$ cat src/rtl/mac_pkg.sv
// -----------------------------------------------------------------------------
// mac_pkg
// Shared definitions for the MAC operand sequencer and its operand bank.
//   MAC_DATA_W / MAC_ACC_W : default operand / accumulator widths
//   seq_state_t            : sequencer FSM states
//   op_pair_t              : one (x, w) operand pair at default width
//   addr_w()               : index width for an N-entry table (never below 1)
// -----------------------------------------------------------------------------
package mac_pkg;

  localparam int MAC_DATA_W = 8;
  localparam int MAC_ACC_W  = 16;

  typedef enum logic [2:0] {
    IDLE  = 3'd0,
    START = 3'd1,
    GAP   = 3'd2,
    FEED  = 3'd3,
    WAIT  = 3'd4
  } seq_state_t;

  typedef struct packed {
    logic [MAC_DATA_W-1:0] x;
    logic [MAC_DATA_W-1:0] w;
  } op_pair_t;

  // $clog2(1) is 0; a 1-entry bank still needs a 1-bit address.
  function automatic int addr_w(input int n);
    return (n > 1) ? $clog2(n) : 1;
  endfunction

endpackage

$ cat src/rtl/mac_operand_bank.sv
// -----------------------------------------------------------------------------
// mac_operand_bank
// N_TAPS-entry register file of signed (x, w) operand pairs.
//   clk, rst         : clock, asynchronous active-high clear of every entry
//   wr_en, wr_addr   : synchronous write strobe and entry index
//   wr_x, wr_w       : operand pair to store
//   rd_addr          : combinational read index
//   rd_x, rd_w       : pair at rd_addr (0 for an index with no entry)
// Writes to an index >= N_TAPS match no entry and are dropped.
// -----------------------------------------------------------------------------
module mac_operand_bank
  import mac_pkg::*;
#(
  parameter int N_TAPS = 3,
  parameter int DATA_W = MAC_DATA_W,
  parameter int ADDR_W = addr_w(N_TAPS)
) (
  input  logic              clk,
  input  logic              rst,
  input  logic              wr_en,
  input  logic [ADDR_W-1:0] wr_addr,
  input  logic [DATA_W-1:0] wr_x,
  input  logic [DATA_W-1:0] wr_w,
  input  logic [ADDR_W-1:0] rd_addr,
  output logic [DATA_W-1:0] rd_x,
  output logic [DATA_W-1:0] rd_w
);

  logic [N_TAPS-1:0][DATA_W-1:0] x_all;
  logic [N_TAPS-1:0][DATA_W-1:0] w_all;

  generate
    for (genvar i = 0; i < N_TAPS; i++) begin : g_ent
      logic [DATA_W-1:0] x_q, x_d;
      logic [DATA_W-1:0] w_q, w_d;

      always_comb begin
        x_d = x_q;
        w_d = w_q;
        if (wr_en && (wr_addr == ADDR_W'(i))) begin
          x_d = wr_x;
          w_d = wr_w;
        end
      end

      always_ff @(posedge clk or posedge rst) begin
        if (rst) begin
          x_q <= '0;
          w_q <= '0;
        end else begin
          x_q <= x_d;
          w_q <= w_d;
        end
      end

      assign x_all[i] = x_q;
      assign w_all[i] = w_q;
    end
  endgenerate

  // Mux by compare rather than direct index so a non-power-of-two bank
  // never reads past its last entry.
  always_comb begin
    rd_x = '0;
    rd_w = '0;
    for (int i = 0; i < N_TAPS; i++) begin
      if (rd_addr == ADDR_W'(i)) begin
        rd_x = x_all[i];
        rd_w = w_all[i];
      end
    end
  end

endmodule

$ cat src/rtl/mac_operand_sequencer.sv
// -----------------------------------------------------------------------------
// mac_operand_sequencer
// Host-side driver for one MAC neuron. Holds an operand bank, and on go it
// pulses n_start, idles one arm cycle, streams the N_TAPS pairs one per
// cycle, then waits up to TIMEOUT cycles for n_done and returns n_acc.
//   clk, rst                 : clock, asynchronous active-high reset
//   wr_en/wr_addr/wr_x/wr_w  : bank write port (IDLE only)
//   go                       : start one evaluation (IDLE only)
//   busy                     : high in any non-IDLE state
//   result, result_valid     : captured n_acc and its one-cycle strobe
//   timeout_err              : sticky, set when WAIT expires, cleared by go
//   n_start, n_x, n_w        : neuron start pulse and operand stream
//   n_done, n_acc            : neuron completion and accumulator
// All outputs are registered: each _d is computed from the next state so the
// output lines up with the cycle that state is occupied.
// -----------------------------------------------------------------------------
module mac_operand_sequencer
  import mac_pkg::*;
#(
  parameter int  N_TAPS  = 3,
  parameter int  DATA_W  = MAC_DATA_W,
  parameter int  ACC_W   = MAC_ACC_W,
  parameter int  TIMEOUT = 16,
  localparam int ADDR_W  = addr_w(N_TAPS)
) (
  input  logic              clk,
  input  logic              rst,
  input  logic              wr_en,
  input  logic [ADDR_W-1:0] wr_addr,
  input  logic [DATA_W-1:0] wr_x,
  input  logic [DATA_W-1:0] wr_w,
  input  logic              go,
  output logic              busy,
  output logic [ACC_W-1:0]  result,
  output logic              result_valid,
  output logic              timeout_err,
  output logic              n_start,
  output logic [DATA_W-1:0] n_x,
  output logic [DATA_W-1:0] n_w,
  input  logic              n_done,
  input  logic [ACC_W-1:0]  n_acc
);

  localparam int                WAIT_W    = $clog2(TIMEOUT + 1);
  localparam logic [ADDR_W-1:0] TAP_LAST  = ADDR_W'(N_TAPS - 1);
  localparam logic [WAIT_W-1:0] WAIT_LAST = WAIT_W'(TIMEOUT - 1);

  seq_state_t        state_q, state_d;
  logic [ADDR_W-1:0] tap_q, tap_d;
  logic [WAIT_W-1:0] wait_q, wait_d;
  logic              busy_q, busy_d;
  logic              n_start_q, n_start_d;
  logic [DATA_W-1:0] n_x_q, n_x_d;
  logic [DATA_W-1:0] n_w_q, n_w_d;
  logic [ACC_W-1:0]  result_q, result_d;
  logic              result_valid_q, result_valid_d;
  logic              timeout_err_q, timeout_err_d;

  logic              bank_wr_en;
  logic [DATA_W-1:0] rd_x, rd_w;

  // Host writes only land while idle; a write in the go cycle commits on
  // the same edge and is long settled by the time GAP reads entry 0.
  assign bank_wr_en = wr_en && (state_q == IDLE);

  // Read index is the next tap so the pair can be registered into n_x/n_w
  // for the cycle that tap is driven.
  mac_operand_bank #(
    .N_TAPS (N_TAPS),
    .DATA_W (DATA_W),
    .ADDR_W (ADDR_W)
  ) u_bank (
    .clk     (clk),
    .rst     (rst),
    .wr_en   (bank_wr_en),
    .wr_addr (wr_addr),
    .wr_x    (wr_x),
    .wr_w    (wr_w),
    .rd_addr (tap_d),
    .rd_x    (rd_x),
    .rd_w    (rd_w)
  );

  always_comb begin
    state_d        = state_q;
    tap_d          = tap_q;
    wait_d         = wait_q;
    n_start_d      = 1'b0;
    result_d       = result_q;
    result_valid_d = 1'b0;
    timeout_err_d  = timeout_err_q;

    case (state_q)
      IDLE: begin
        if (go) begin
          state_d       = START;
          n_start_d     = 1'b1;
          timeout_err_d = 1'b0;
        end
      end
      START: state_d = GAP;
      GAP: begin
        state_d = FEED;
        tap_d   = '0;
      end
      FEED: begin
        if (tap_q == TAP_LAST) begin
          state_d = WAIT;
          wait_d  = '0;
        end else begin
          tap_d = tap_q + 1'b1;
        end
      end
      WAIT: begin
        // A completion on the last permitted cycle still wins over timeout.
        if (n_done) begin
          state_d        = IDLE;
          result_d       = n_acc;
          result_valid_d = 1'b1;
        end else if (wait_q == WAIT_LAST) begin
          state_d       = IDLE;
          timeout_err_d = 1'b1;
        end else begin
          wait_d = wait_q + 1'b1;
        end
      end
      default: state_d = IDLE;
    endcase

    busy_d = (state_d != IDLE);
    n_x_d  = (state_d == FEED) ? rd_x : '0;
    n_w_d  = (state_d == FEED) ? rd_w : '0;
  end

  always_ff @(posedge clk or posedge rst) begin
    if (rst) begin
      state_q        <= IDLE;
      tap_q          <= '0;
      wait_q         <= '0;
      busy_q         <= 1'b0;
      n_start_q      <= 1'b0;
      n_x_q          <= '0;
      n_w_q          <= '0;
      result_q       <= '0;
      result_valid_q <= 1'b0;
      timeout_err_q  <= 1'b0;
    end else begin
      state_q        <= state_d;
      tap_q          <= tap_d;
      wait_q         <= wait_d;
      busy_q         <= busy_d;
      n_start_q      <= n_start_d;
      n_x_q          <= n_x_d;
      n_w_q          <= n_w_d;
      result_q       <= result_d;
      result_valid_q <= result_valid_d;
      timeout_err_q  <= timeout_err_d;
    end
  end

  assign busy         = busy_q;
  assign n_start      = n_start_q;
  assign n_x          = n_x_q;
  assign n_w          = n_w_q;
  assign result       = result_q;
  assign result_valid = result_valid_q;
  assign timeout_err  = timeout_err_q;

endmodule

$ cat config.mk
export PLATFORM = sky130hd
export DESIGN_NAME = mac_operand_sequencer
export DESIGN_NICKNAME = d
export VERILOG_FILES = /design/src/rtl/mac_pkg.sv /design/src/rtl/mac_operand_bank.sv /design/src/rtl/mac_operand_sequencer.sv
export SDC_FILE = /design/constraint.sdc
export NUM_CORES = 1
export LEC_CHECK = 0
export CAP_MARGIN = 15
export CORE_MARGIN = 2
export CORE_UTILIZATION = 25
export DETAILED_ROUTE_END_ITERATION = 10
export PLACE_DENSITY = 0.44
export SYNTH_ARGS = -nofsm -noshare
export SYNTH_HDL_FRONTEND = slang
export SYNTH_HIERARCHICAL = 1
export SYNTH_SLANG_ARGS = --single-unit
$ cat constraint.sdc
create_clock -name clk -period 2.9 [get_ports clk]
set_input_delay 0.435 -clock clk [delete_from_list [all_inputs] [get_ports clk]]
set_output_delay 0.435 -clock clk [all_outputs]
set_load 0.1 [all_outputs]
# Word level (Yosys, flattened, before mapping)
# Index checks and enable logic that the tools add are counted.
dict set report word_totals {
  reg_bits 94
  latchBits 0
  ram_bits 0
  rom_bits 0
  input_bits 39
  out_inout_bits 36
  wordCells 74
  n_memories 0
}
dict set report op_classes {
  addsub 2
  n_mul 0
  div_mod_pow 0
  magnitude_cmp 0
  n_eq_ne 16
  shifts 0
  muxes 27
  bitwise 0
  n_reduce_logical 13
}
# cell n
set ops {}
lappend ops {{$mux W8} 8}
lappend ops {{$mux W5} 3}
lappend ops {{$pmux W3 S5} 1}
lappend ops {{$mux W3} 4}
lappend ops {{$ne A2 B2 Y1 const B} 5}
lappend ops {{$pmux W5 S2} 1}
lappend ops {{$eq A3 B2 Y1 const B} 3}
lappend ops {{$reduce_and A4 Y1} 2}
lappend ops {{$mux W1} 7}
lappend ops {{$eq A2 B2 Y1 const B} 3}
lappend ops {{$add A5 B1 Y5 const B} 1}
lappend ops {{$eq A5 B4 Y1 const B} 1}
lappend ops {{$eq A2 B1 Y1 const B} 2}
lappend ops {{$logic_and A1 B1 Y1} 4}
lappend ops {{$logic_not A2 Y1} 2}
lappend ops {{$pmux W2 S2} 1}
lappend ops {{$reduce_bool A2 Y1} 2}
lappend ops {{$eq A3 B1 Y1 const B} 1}
lappend ops {{$eq A3 B3 Y1 const B} 1}
lappend ops {{$logic_not A3 Y1} 1}
lappend ops {{$reduce_bool A3 Y1} 1}
lappend ops {{$add A2 B1 Y2 const B} 1}
lappend ops {{$mux W2} 1}
lappend ops {{$pmux W1 S2} 1}
lappend ops {{$reduce_and A2 Y1} 1}

# Depth between registers and ports, before layout
# Gate-level depths: netlist of the first run.
dict set report depth {
  depth_word 8
  depth_mapped 10
  ltp_nobuf 7
}

# By module
# The synthesis of the first run kept the hierarchy.
# module n_inst cells_each area_per_inst_um2 seq_area_each_um2
set modules_own_cells {}
lappend modules_own_cells {mac_operand_bank 1 142 2157.1 1201.2}
lappend modules_own_cells {mac_operand_sequencer 1 133 1781.7 1151.1}

# Worst setup path after synthesis of the first run
# No wires, ideal clock.
dict set report synth_path {
  path_type {flip-flop to flip-flop}
  start {register wait_q[0]}
  end {register wait_q[3]}
  setup_time_ns 0.078
  arrival_time_ns 1.816
  required_time_ns 2.822
  path_slack_ns 1.007
  path_stages_with_launch 7
  n_path_buf 0
  synth_period_minus_slack_ns 1.893
  path_cell_list {dfrtp_1 -> ha_1 -> and3_1 -> ha_1 -> or2_2 -> or4_1 -> a21boi_1}
}
dict set report synth_between {
  elab_chain_len 4
  elab_cells_between_ends 7
  cone_classes {add/sub: 1; eq/ne: 2; mux: 3; reduce/logical: 1}
}
# element line_no
set synth_lines {}
lappend synth_lines {{start, declared} mac_operand_sequencer.sv:50} ;# logic [WAIT_W-1:0] wait_q, wait_d;
lappend synth_lines {{start signal, assigned} mac_operand_sequencer.sv:150} ;# wait_q <= wait_d;
lappend synth_lines {{$add A5 B1 Y5} mac_operand_sequencer.sv:124} ;# wait_d = wait_q + 1'b1;
lappend synth_lines {{$mux W5} mac_operand_sequencer.sv:120} ;# end else if (wait_q == WAIT_LAST) begin
lappend synth_lines {{$mux W5} mac_operand_sequencer.sv:116} ;# if (n_done) begin
lappend synth_lines {{$pmux W5 S2} mac_operand_sequencer.sv:93} ;# case (state_q)
# Parallel ways exist; a longest one is shown, timed or not. The select of a mux whose other input is x is not followed.
# A chain may end at the register's enable or synchronous reset.

# Final worst setup path of the first run
dict set report layout_path {
  start {register state_q[2]}
  end {register n_w_q[7] (netlist: n_w[7])}
}
dict set report layout_between {
  elab_chain_len 7
  elab_cells_between_ends 19
  cone_classes {eq/ne: 7; mux: 10; reduce/logical: 2}
}
# element line_no
set layout_lines {}
lappend layout_lines {{start, declared} mac_operand_sequencer.sv:48} ;# seq_state_t state_q, state_d;
lappend layout_lines {{start signal, assigned} mac_operand_sequencer.sv:148} ;# state_q <= state_d;
lappend layout_lines {{$eq A3 B2 Y1} mac_operand_sequencer.sv:93}
lappend layout_lines {{$pmux W2 S2 (*)} mac_operand_sequencer.sv:93}
lappend layout_lines {{net tap_d[1]} mac_operand_sequencer.sv:49} ;# logic [ADDR_W-1:0] tap_q, tap_d;
lappend layout_lines {{$logic_not A2 Y1} mac_operand_bank.sv:67} ;# if (rd_addr == ADDR_W'(i)) begin
lappend layout_lines {{$mux W8 (2 in a row)} mac_operand_bank.sv:67}
lappend layout_lines {{$mux W8 (*)} mac_operand_bank.sv:67}
lappend layout_lines {{net rd_w[7]} mac_operand_sequencer.sv:60} ;# logic [DATA_W-1:0] rd_x, rd_w;
lappend layout_lines {{$mux W8 (*)} mac_operand_sequencer.sv:132} ;# n_w_d = (state_d == FEED) ? rd_w : '0;
lappend layout_lines {{net n_w_d[7]} mac_operand_sequencer.sv:54} ;# logic [DATA_W-1:0] n_w_q, n_w_d;
lappend layout_lines {{end signal, assigned} mac_operand_sequencer.sv:154} ;# n_w_q <= n_w_d;
lappend layout_lines {{end, declared} mac_operand_sequencer.sv:54}
# The timed path passes the listed nets; every way through them passes the cells marked *.

==> summary by stage, run 1 <==
GRT
The number of antenna violations at the first check in global routing is 0. Entering global routing, the biggest net connects 25 pins. The via count of the first global-routing pass is 2643. The overall routing resource usage is 11.1%. The total overflow left after global routing is 0. The first-pass GRT wire length is 14000 µm.

Routing
The DRC violations left is 0. The first TritonRoute pass finished after 4 iterations. The number of vias per cell after detailed routing is 4.26. The remaining number of nets flagged by the antenna check after routing is 0. The number of DRC violations after detailed-routing iteration 0 is 100. The routed wirelength normalized by instance count is 14.9 µm. The number of vias in the routed layout is 2435. The total wire length is 8530 µm.

Synthesis
The async set or reset register ratio after synthesis is 100%. The number of distinct library cell variants in the gate-level netlist after synthesis is 39. The post-synthesis cell area is 0.00394 mm². The post-synth net total is 318. The proportion of netlist area held by the largest area contributor is 59.7%.

The area share of fa/ha/maj cells after synthesis is 1.27%. The synthesized design spends more area on one cell type than any other, namely sky130_fd_sc_hd__dfrtp_1. The area fraction in compound gates after synthesis is 5.53%. The most instantiated library cell after synthesis is sky130_fd_sc_hd__dfrtp_1. The count of flip-flops with a built-in enable after synthesis is 0. The mean instance size in the synthesized netlist is 14.3 µm². The synthesized-area fraction occupied by xor and xnor cells is 0%. The synthesis warning total is 6. The main combinational cell family by area after synthesis is multiplexers. The most frequently used flop master after synthesis is sky130_fd_sc_hd__dfrtp_1.

The commonest cells after synthesis are sky130_fd_sc_hd__dfrtp_1, sky130_fd_sc_hd__mux2_2, sky130_fd_sc_hd__and2_1, sky130_fd_sc_hd__mux2i_1, sky130_fd_sc_hd__o2bb2ai_1. The mux cell area share after synthesis is 22.6%. The fraction of the mapped netlist area in simple logic gates is 7.62%. After synthesis, the cell types taking the most area are sky130_fd_sc_hd__dfrtp_1, sky130_fd_sc_hd__mux2_2, sky130_fd_sc_hd__mux2i_1. The synthesized instance count is 275. The post-synthesis register bit count is 94. Summing the sequential cell areas from Yosys gives 59.7% of the chip area.

CTS
The clock tree from TritonCTS is done. The tree is rooted in a sky130_fd_sc_hd__clkbuf_16. The worst-skew pair later-pin latency is 340 ps. The number of H-tree levels is 3. The number of hold buffers added after CTS was 0. The number of sinks on the clock net is 94. The CTS clock-pin slew for the worst setup and hold paths is 60 ps.

In this run the post-CTS setup repair buffer count came out at 0. Buffers inserted during clock tree synthesis total 9. The clock passes through at most 2 buffers. In this run, post-CTS repair resized a total of 0 instances.

STA
The max-slew violation total from the final report is 0. For the pin with the worst max-slew slack, the measured transition is 771 ps. The number of endpoints with negative hold slack in the final report is 0. For this run, the top clock speed supported by timing is 444 MHz. The worst relative slew slack is 48.5%.

The smallest clock period supported by the final layout is computed as 2250 ps. After layout, the worst path uses 77.7% of the clock period. The post-route setup TNS is 0 ps.

Setup violations remaining at the end of the flow were counted as 0. Setup repair after global routing left no endpoint under its margin. The clock arrives with 5.63 ps of skew. The final setup slack of the worst path is 647 ps.

Setup path
In this run the critical register-to-register path is launched from state_q[2]. The signal on the critical path passes through nand2b_1, o21ai_1, nor2b_1, buf_4, o2bb2ai_1, and2_1. In this run the worst path has a maximum fanout of 10. The worst setup path is launched from a flip-flop. The kind of end point of the critical path is a flip-flop.

By startpoint and endpoint, the worst setup path is classified as reg -> reg. Counting both buffers and inverters, the worst setup path holds a total of 1. Across all register-to-register paths, the minimum setup slack is 650 ps. The worst register-to-register path has a depth of 6. The critical path data required time is 3180 ps. The family of cells with the greatest summed delay on the critical path is simple AND/OR/NAND/NOR gates. The data arrival time of the worst path is 2530 ps. For this run, the slowest stage of the critical path takes 650 ps. The endpoint of the worst-slack reg-to-reg timing path is n_w[7]. The slowest stage of the critical path is the sky130_fd_sc_hd__nor2b_1 cell.

Floorplan
The number of top-level design ports is 75. In this run the core area contains 45 standard-cell rows. The floorplan step set the die height to 130 µm. The starting utilization of the core area is 25.7%. The die covers 0.0168 mm². The floorplan step set the die width to 130 µm. After floorplanning, the core was sized to cover 0.0153 mm².

Run
The number of max-cap violations is 0.

Power
The static leakage is 2.33 nW. The maximum resistive drop on vdd is 451 µV. Dividing total power by cell area gives a power density of 1250 mW/mm².

Final layout
0 antenna diodes ended up in the layout. The area added between synthesis and finish is 30.4%. The number of nets in the layout is 398. The share of post-route cells with drive strength above 1 is 36.7%.

Place
The congestion estimate from routability-driven global placement came to 0.691. In this run the tool buffered the top-level ports with 74 buffer cells. The worst-case setup slack after placement is 721 ps. The detailed placement HPWL is 5950 µm.

Run status
The flow ran to the end, and the final reports show no timing, DRC or antenna violations.

Hold path
The path class of the lowest-slack min-delay path is in -> async.
placed cells by master, fill, tap and decap left out, types with 3 or more instances in the layout:
master / n
sky130_fd_sc_hd__clkinv_2: 3
sky130_fd_sc_hd__clkdlybuf4s50_1: 38
sky130_fd_sc_hd__ha_1: 4
sky130_fd_sc_hd__mux2_2: 62
sky130_fd_sc_hd__o2bb2ai_1: 16
sky130_fd_sc_hd__dfrtp_1: 94
sky130_fd_sc_hd__buf_4: 43
sky130_fd_sc_hd__inv_1: 7
sky130_fd_sc_hd__and2_1: 18
sky130_fd_sc_hd__nor3_1: 3
sky130_fd_sc_hd__nand2_1: 5
sky130_fd_sc_hd__mux2i_1: 17
sky130_fd_sc_hd__clkbuf_16: 9
worst reg2reg max path: cells and delay by family (launching register included):
family / cells / cell delay (ps)
simple gates: 3 / 1050
buf+inv: 1 / 330
flops: 1 / 470
compound gates: 2 / 350
final cells by class:
class                   instances  area (µm²)
clock buffers                  12         256
clock inverters                 4        45.0
fillers                      1560       10200
inverters                       9        33.8
multi-input cells             159        1460
flip-flops and latches         94        2350
well taps                     211         264
repair buffers                 82         723
through the flow:
step                instance area (µm²)  cells  total power [mW]  hold slack (ps)  util [%]
floorplan                          3940    275              4.55              474         -
global placement                   4840    555              5.25              481      31.6
detailed placement                 4840    555              5.29              486      31.6
CTS                                5140    571              6.52              353      33.5
global route                       5140    571              6.84              365      33.5
finish                             5140    571              6.41              358      33.5
kinds of logic after synthesis:
family	Yosys count
flip-flops	94
multiplexers	81
AND/OR/NAND/NOR	46
AO/OA/AOI/OAI	28
buffers and inverters	22
adder cells (fa/ha/maj)	4
routing by layer:
| metal | share of wire (%) | global-route usage [%] |
|---|---|---|
| met1 | 48 | 15.0 |
| met2 | 45 | 16.8 |
| met3 | 5.3 | 3.59 |
| met4 | 1.6 | 4.17 |
| met5 | 0 | 0 |
worst max path at each step:
stage	depth (start not counted)	slack [ps]	end	startpoint
floorplan	6	1010	wait_q[3]	wait_q[0]
CTS	6	690	n_x[6]	state_q[2]
global route	6	480	n_w[7]	state_q[2]
finish	6	650	n_w[7]	state_q[2]
detailed placement	5	720	u_bank/g_ent[0].x_q[7]	wr_en
global placement	3	700	u_bank/g_ent[1].w_q[6]	wr_addr[1]
registers in the layout (all words and copies together), names as in the netlist:
signal,count
state_q,3
busy,1
u_bank/g_ent.x_q,24
result,16
tap_q,2
u_bank/g_ent.w_q,24
result_valid,1
n_w,8
timeout_err,1
wait_q,5
n_x,8
n_start,1
report_power, final:
part	internal (mW)	leakage [nW]	switching (mW)
clock	0.711	0.152	0.482
sequential	1.87	1.21	0.279
combinational	1.01	0.971	2.06
total	3.59	2.33	2.82
Note: power is estimated with default switching activity, not from simulation.
==> inputs of run 2 (changes only) <==
- clock period: 2.9 -> 2.1 ns (I/O delays scaled with it)
==> run 2 against run 1 <==
Clock skew up 0.54 ps. Cell count rose by 1.4%. Sequential share of layout area down 0.55 points. Count of clock-buffer cells in the layout down 2. Sequential power increased by 37%. Global-route usage fell by 0.19 points. Power increased by 38%. Register-to-register slack got worse by 540 ps. Via count increased by 1.1%. Utilization is 0.41 points higher.
==> summary by stage, run 2 (same netlist as run 1, synthesis figures left out) <==
Run status
The flow ran to the end, and the final reports show no timing, DRC or antenna violations.

Power
The switching fraction of total power is 44.1% (+0.12 points). The static leakage is 2.35 nW (+1.0%). The internal power was 4.94 mW (+38%).

The maximum resistive drop on vdd is 630 µV (+40%). The power density normalized to cell area came to 1700 mW/mm² (+36%). The relative contribution of sequential cells to total power is 33.3% (-0.2 points). The total net switching power is 3.90 mW (+38%). The combinational share of power is 48.5% (+0.6 points). The share of total power in the clock network was 18.2% (-0.4 points).

Routing
The remaining number of nets flagged by the antenna check after routing is 0 (unchanged). The number of vias in the routed layout was 2461 (+1.1%). The highest metal layer carrying signal wires in the routed design is met4. The total wire length is 8570 µm (+0.47%).

The amount of wire on met3 after detailed routing was 577 µm (+28%). The routed wirelength normalized by instance count is 14.8 µm (-0.92%). The detailed-routing wirelength on met1 is 3900 µm (-5.0%).

The number of vias per cell after detailed routing is 4.25 (-0.33%). The number of iterations in the first detailed-routing pass is 4 (unchanged). The detailed route wirelength on metal2 came to 3990 µm (+4.3%). The DRC violations left was 0 (unchanged). The number of DRC violations after detailed-routing iteration 0 is 81 (-19%).

Setup path
The number of cells on the worst reg-to-reg path is 6 (unchanged). On the critical path the largest part of the delay comes from simple AND/OR/NAND/NOR gates. The worst path buffer plus inverter count is 0 (-1).

The kind of end point of the critical path is a flip-flop. The most critical setup path has its endpoint at wait_q[3]. The worst setup slack for register-to-register paths is 110 ps (-540 ps). The endpoint of the worst-slack reg-to-reg timing path is wait_q[3]. The source of the worst register-to-register timing path is wait_q[0]. The data arrival time of the worst path is 2260 ps (-270 ps).

Tracing the worst setup path back leads to its startpoint at wait_q[0]. Counting stages on the worst path, the most repeated cell is sky130_fd_sc_hd__ha_1. The critical path in this run is classified as reg -> reg. The cell type of the slowest stage on the worst timing path is sky130_fd_sc_hd__or4_1. STA classifies the critical path startpoint as a flip-flop. The maximum fanout encountered on the critical timing path was 3 (-7). The critical path goes through ha_1, and3_1, ha_1, or2_2, or4_1, a21boi_1. The delay contributed by the slowest stage of the critical path is 470 ps (-180 ps). The cell depth of the worst setup path is 6 (unchanged). The critical path data required time is 2370 ps (-810 ps).

STA
Setup repair after global routing left no endpoint under its margin. The final setup skew is 6.17 ps (+0.543 ps). The share of the clock period used by the worst path is 94.7% (+17 points). The peak clock frequency supported by timing is 503 MHz (+13%). The worst relative slew slack was 71.0% (+23 points). The max-slew violation total from the final report is 0 (unchanged).

The post-route setup TNS is 0 ps (unchanged). The final critical-path required period came to 1990 ps (-265 ps). The number of endpoints with negative hold slack in the final report came to 0 (unchanged). The count of final setup violators came to 0 (unchanged). The transition time of the tightest slew-check pin is 434 ps (-337 ps).

CTS
The maximum clock insertion buffer count came to 2 (unchanged). The CTS clock-pin slew for the worst setup and hold paths is 70 ps (about the same). The clock tree from TritonCTS is done. The number of buffers inserted by post-CTS setup repair came to 0 (unchanged). The number of instances resized during post-cts repair is 0 (unchanged). The number of hold buffers added after cts is 0 (unchanged). The number of clock buffers inserted by TritonCTS was 9 (unchanged).

The number of sinks on the clock net is 94 (unchanged). The number of H-tree levels came to 3 (unchanged). The tree is rooted in a sky130_fd_sc_hd__clkbuf_16. The worst-skew pair later-pin latency is 340 ps (about the same).

Place
The routability congestion estimate is 0.687 (-0.54%). The detailed placement HPWL is 6020 µm (+1.2%). The number of I/O port buffers was 74 (unchanged). The post-placement cell count is 563 (+1.4%).

Final layout
The number of nets in the layout is 406 (+2.0%). The leading cell type in the layout, fill and taps excluded is sky130_fd_sc_hd__dfrtp_1. From synthesis to final layout, the design area changed by 32.0%.

In the layout the commonest cells are sky130_fd_sc_hd__dfrtp_1, sky130_fd_sc_hd__mux2_2, sky130_fd_sc_hd__buf_4, sky130_fd_sc_hd__clkdlybuf4s50_1, sky130_fd_sc_hd__and2_1. The antenna diode count is 0 (unchanged). The share of post-route cells with drive strength above 1 is 38.0% (+1.4 points). The final non-filler cell total came to 579 (+1.4%).

Floorplan
The die area is 0.0168 mm² (unchanged). The chip height is 130 µm (unchanged). The die boundary width is 130 µm (unchanged). The starting utilization of the core area is 25.7% (unchanged). The number of standard-cell rows in the floorplan was 45 (unchanged). The core region area is 0.0153 mm² (unchanged).

The number of top-level design ports came to 75 (unchanged).

GRT
The via count of the first global-routing pass came to 2615 (-1.1%). The total grt overflow was 0 (unchanged). The largest net degree at the start of global routing came to 49 (+96%). The overall routing resource usage is 10.9% (-0.19 points).

The first-pass GRT wire length was 13900 µm (-0.89%). The number of antenna violations at the first check in global routing is 1 (+1).

Run
The number of max-cap violations is 0 (unchanged).

Hold path
The worst hold path belongs to the class in -> async.
==> run 2: cell count changes in the layout (fill, tap and decap cells not counted), sizes merged <==
cell	before	now
clkinvlp	0	3
clkbuf	12	10
clkinv	3	2
buf	44	52
==> run 2: area by class of cell <==
type / instances / area [µm²]
fill: 1581 / 10100
sequential: 94 / 2350
multi-input combinational: 159 / 1460
timing repair buffer: 90 / 796
tap: 211 / 264
clock buffer: 10 / 229
clock inverter: 6 / 62.6
inverter: 9 / 33.8
==> run 2: worst min-delay path by stage <==
stage / to / slack (ps) / cells past startpoint / startpoint
finish: result[13] / 340 / 2 / rst
global route: result[12] / 370 / 2 / rst
CTS: result[12] / 350 / 2 / rst
floorplan: result[8] / 450 / 1 / n_acc[8]
detailed placement: result[9] / 480 / 1 / result[9]
global placement: result[9] / 480 / 1 / result[9]
==> run 2: metrics by stage <==
step / utilization [%] / hold slack (ps) / total power, mW / cell area (µm²) / setup slack, ps
2_1_floorplan: - / 450 / 6.28 / 3940 / 207
3_3_place_gp: 32.1 / 481 / 7.32 / 4910 / 165
3_5_place_dp: 32.1 / 481 / 7.36 / 4910 / 109
4_1_cts: 34.0 / 347 / 9.02 / 5200 / 112
5_1_grt: 34.0 / 374 / 9.41 / 5200 / 5.41
6_report: 34.0 / 342 / 8.85 / 5200 / 112
==> run 2: routing by layer <==
metal  GRT usage [%]  vias up
li1                -     1156
met1            13.7     1241
met2            17.3       55
met3            4.71        9
met4            3.23        0
met5               0        -
==> run 2: power by group through the flow <==
stage               Combinational [mW]  Clock (mW)  Sequential (mW)
floorplan                         1.63           0             4.66
CTS                               4.37        1.69             2.96
global placement                  4.35           0             2.97
finish                            4.29        1.61             2.95
detailed placement                4.37           0             2.99
global route                      4.60        1.75             3.06
==> inputs of run 3 (changes only) <==
- CORE_MARGIN: 2 -> unset
==> run 3 against run 2 <==
Wire length is 3.1% higher. Worst setup slack got worse by 5.8 ps. Global-route usage increased by 1.1 points. First-iteration DRC count grew 28%. Worst hold slack gained 28 ps. Cell area increased by 1.3%. Power is 2.9% higher. Sequential power hardly changed. Sequential share of layout area fell by 0.58 points. Count of clock-buffer cells in the layout rose by 2.
==> summary by stage, run 3 (same netlist as run 1, synthesis figures left out) <==
GRT
The number of antenna violations at the first check in global routing came to 0 (-1). The via count of the first global-routing pass is 2666 (+2.0%). The overall routing resource usage was 12.0% (+1.1 points). The largest net degree at the start of global routing was 47 (-4.1%).

The total grt overflow is 0 (unchanged). The first-pass GRT wire length is 14500 µm (+4.1%).

CTS
The number of clock buffers inserted by TritonCTS is 9 (unchanged). The maximum clock insertion buffer count is 2 (unchanged). The number of hold buffers added after cts is 0 (unchanged). The number of sinks on the clock net came to 94 (unchanged). The number of buffers inserted by post-CTS setup repair is 0 (unchanged). The number of H-tree levels is 3 (unchanged). The cell chosen for the clock root is sky130_fd_sc_hd__clkbuf_16. The worst-skew pair later-pin latency is 340 ps (about the same).

The number of instances resized during post-cts repair is 0 (unchanged). The CTS clock-pin slew for the worst setup and hold paths is 70 ps (about the same). TritonCTS built the clock tree.

Setup path
STA classifies the critical path endpoint as a flip-flop. The critical path data required time is 2370 ps (about the same). The worst path buffer plus inverter count is 0 (unchanged).

The kind of cell with the highest combined delay along the critical path is simple AND/OR/NAND/NOR gates. The delay contributed by the slowest stage of the critical path is 470 ps (about the same). The cell repeated most along the worst path is sky130_fd_sc_hd__ha_1. By startpoint and endpoint, the worst setup path is classified as reg -> reg. The maximum fanout encountered on the critical timing path was 3 (unchanged). The signal on the critical path passes through ha_1, and3_1, ha_1, or2_2, or4_1, a21boi_1.

The cell type of the slowest stage on the worst timing path is sky130_fd_sc_hd__or4_1. STA classifies the critical path startpoint as a flip-flop. The data arrival time of the worst path is 2260 ps (about the same).

Routing
The number of DRC violations after detailed-routing iteration 0 came to 104 (+28%). The number of iterations in the first detailed-routing pass came to 4 (unchanged). The remaining number of nets flagged by the antenna check after routing is 0 (unchanged). The DRC violations left is 0 (unchanged). The number of vias in the routed layout was 2445 (-0.65%). The number of vias per cell after detailed routing came to 4.21 (-0.99%).

The routed wirelength normalized by instance count is 15.2 µm (+2.7%). The total wire length was 8830 µm (+3.1%).

STA
The worst relative slew slack is 65.9% (-5.1 points). The transition time of the tightest slew-check pin is 510 ps (+76.2 ps). The count of final setup violators is 0 (unchanged). The share of the clock period used by the worst path came to 94.9% (+0.28 points).

The number of endpoints with negative hold slack in the final report is 0 (unchanged). The peak clock frequency supported by timing is 502 MHz (-0.29%). The post-route setup TNS was 0 ps (unchanged). The max-slew violation total from the final report was 0 (unchanged).

Setup repair after global routing left no endpoint under its margin. The final setup skew is 7.27 ps (+1.09 ps). The final setup slack of the worst path is 106 ps (-5.82 ps). The final critical-path required period is 1990 ps (+5.82 ps).

The worst hold margin is 370 ps (+28.0 ps).

Floorplan
The starting utilization of the core area came to 25.7% (unchanged). The die area is 0.0163 mm² (-3.1%). The number of standard-cell rows in the floorplan is 45 (unchanged). The number of top-level design ports is 75 (unchanged). The chip height is 128 µm (-1.5%). The die boundary width is 128 µm (-1.5%).

The core region area was 0.0153 mm² (unchanged).

Final layout
The end-of-flow core utilization is 34.4% (+0.44 points). The area added between synthesis and finish is 33.7%. The cell area after layout is 0.00527 mm² (+1.3%).

In the layout the commonest cells are sky130_fd_sc_hd__dfrtp_1, sky130_fd_sc_hd__mux2_2, sky130_fd_sc_hd__buf_4, sky130_fd_sc_hd__clkdlybuf4s50_1, sky130_fd_sc_hd__and2_1. The final non-filler cell total was 581 (+0.35%). The antenna diode count is 0 (unchanged). The share of post-route cells with drive strength above 1 is 38.4% (+0.33 points). The number of inserted filler cells in the final layout is 1557 (-1.5%). The leading cell type in the layout, fill and taps excluded is sky130_fd_sc_hd__dfrtp_1. The number of nets in the layout was 409 (+0.74%).

Run
The number of max-cap violations is 0 (unchanged).

Power
The switching fraction of total power is 43.3% (-0.78 points). The post-layout total power is 9.10 mW (+2.9%). The relative contribution of sequential cells to total power came to 32.4% (-0.9 points).

The internal power is 5.16 mW (+4.3%). The static leakage came to 2.39 nW (+1.6%). The maximum resistive drop on vdd was 675 µV (+7.2%). The power density normalized to cell area is 1730 mW/mm² (+1.5%). The share of total power in the clock network is 19.5% (+1.3 points). The total net switching power is 3.94 mW (+1.0%). The combinational share of power came to 48.1% (-0.4 points).

Place
The number of I/O port buffers came to 74 (unchanged). The routability congestion estimate is 0.740 (+7.7%). The post-placement cell count is 566 (+0.53%). The worst-case setup slack after placement is 118 ps (+8.79 ps). The detailed placement HPWL is 6040 µm (+0.28%). The total cell area at the placement stage is 0.00494 mm² (+0.71%).

Run status
The run finished with clean final reports.

Hold path
The min-delay analysis places its worst path in the category in -> async.
run 3: cell count changes in the layout (fill, tap and decap cells not counted), sizes merged:
cell / delta
clkbuf: +2
clkinv: -2
bufinv: +1
buf: +3
clkinvlp: -2
run 3: power groups by stage:
| stage | combinational [mW] | clock (mW) | sequential [mW] |
|---|---|---|---|
| after CTS | 4.44 | 1.86 | 2.95 |
| after floorplan | 1.63 | 0 | 4.66 |
| after global placement | 4.41 | 0 | 2.95 |
| after detailed placement | 4.43 | 0 | 2.98 |
| final | 4.38 | 1.78 | 2.95 |
| after global routing | 4.66 | 1.92 | 3.06 |
run 3: worst register-to-register path: cells and delay by family (launching register included):
kind | cells | cell delay, ps
AOI/OAI and AO/OA | 1 | 140
adders and majority gates | 2 | 430
DFF | 1 | 400
and+or+nand+nor | 3 | 940
run 3: layout make-up:
cell class / instances / area (µm²) / share of cell area, %
repair buffers: 93 / 831 / 15.8
multi-input cells: 159 / 1460 / 27.8
inverters: 9 / 33.8 / 0.641
well taps: 211 / 264 / 5.01
clock buffers: 12 / 256 / 4.87
flip-flops and latches: 94 / 2350 / 44.7
clock inverters: 3 / 67.6 / 1.28
run 3: path summary, 6_finish.rpt:
kind | startpoint | end | slack, ps | cells past startpoint
max reg2reg | wait_q[0] | wait_q[3] | 110 | 6
max in group asynchronous | rst | u_bank/g_ent[1].x_q[3] | 1220 | 3
max | wait_q[0] | wait_q[3] | 110 | 6
min in group clk | result[9] | result[9] | 490 | 1
min | rst | u_bank/g_ent[0].w_q[2] | 370 | 2
min reg2reg | result[9] | result[9] | 490 | 1
run 3: routing by layer:
metal	track usage (%)	routed length (µm)
met1	15.4	4270
met2	19.2	4040
met3	3.98	444
met4	3.36	85
met5	0	0
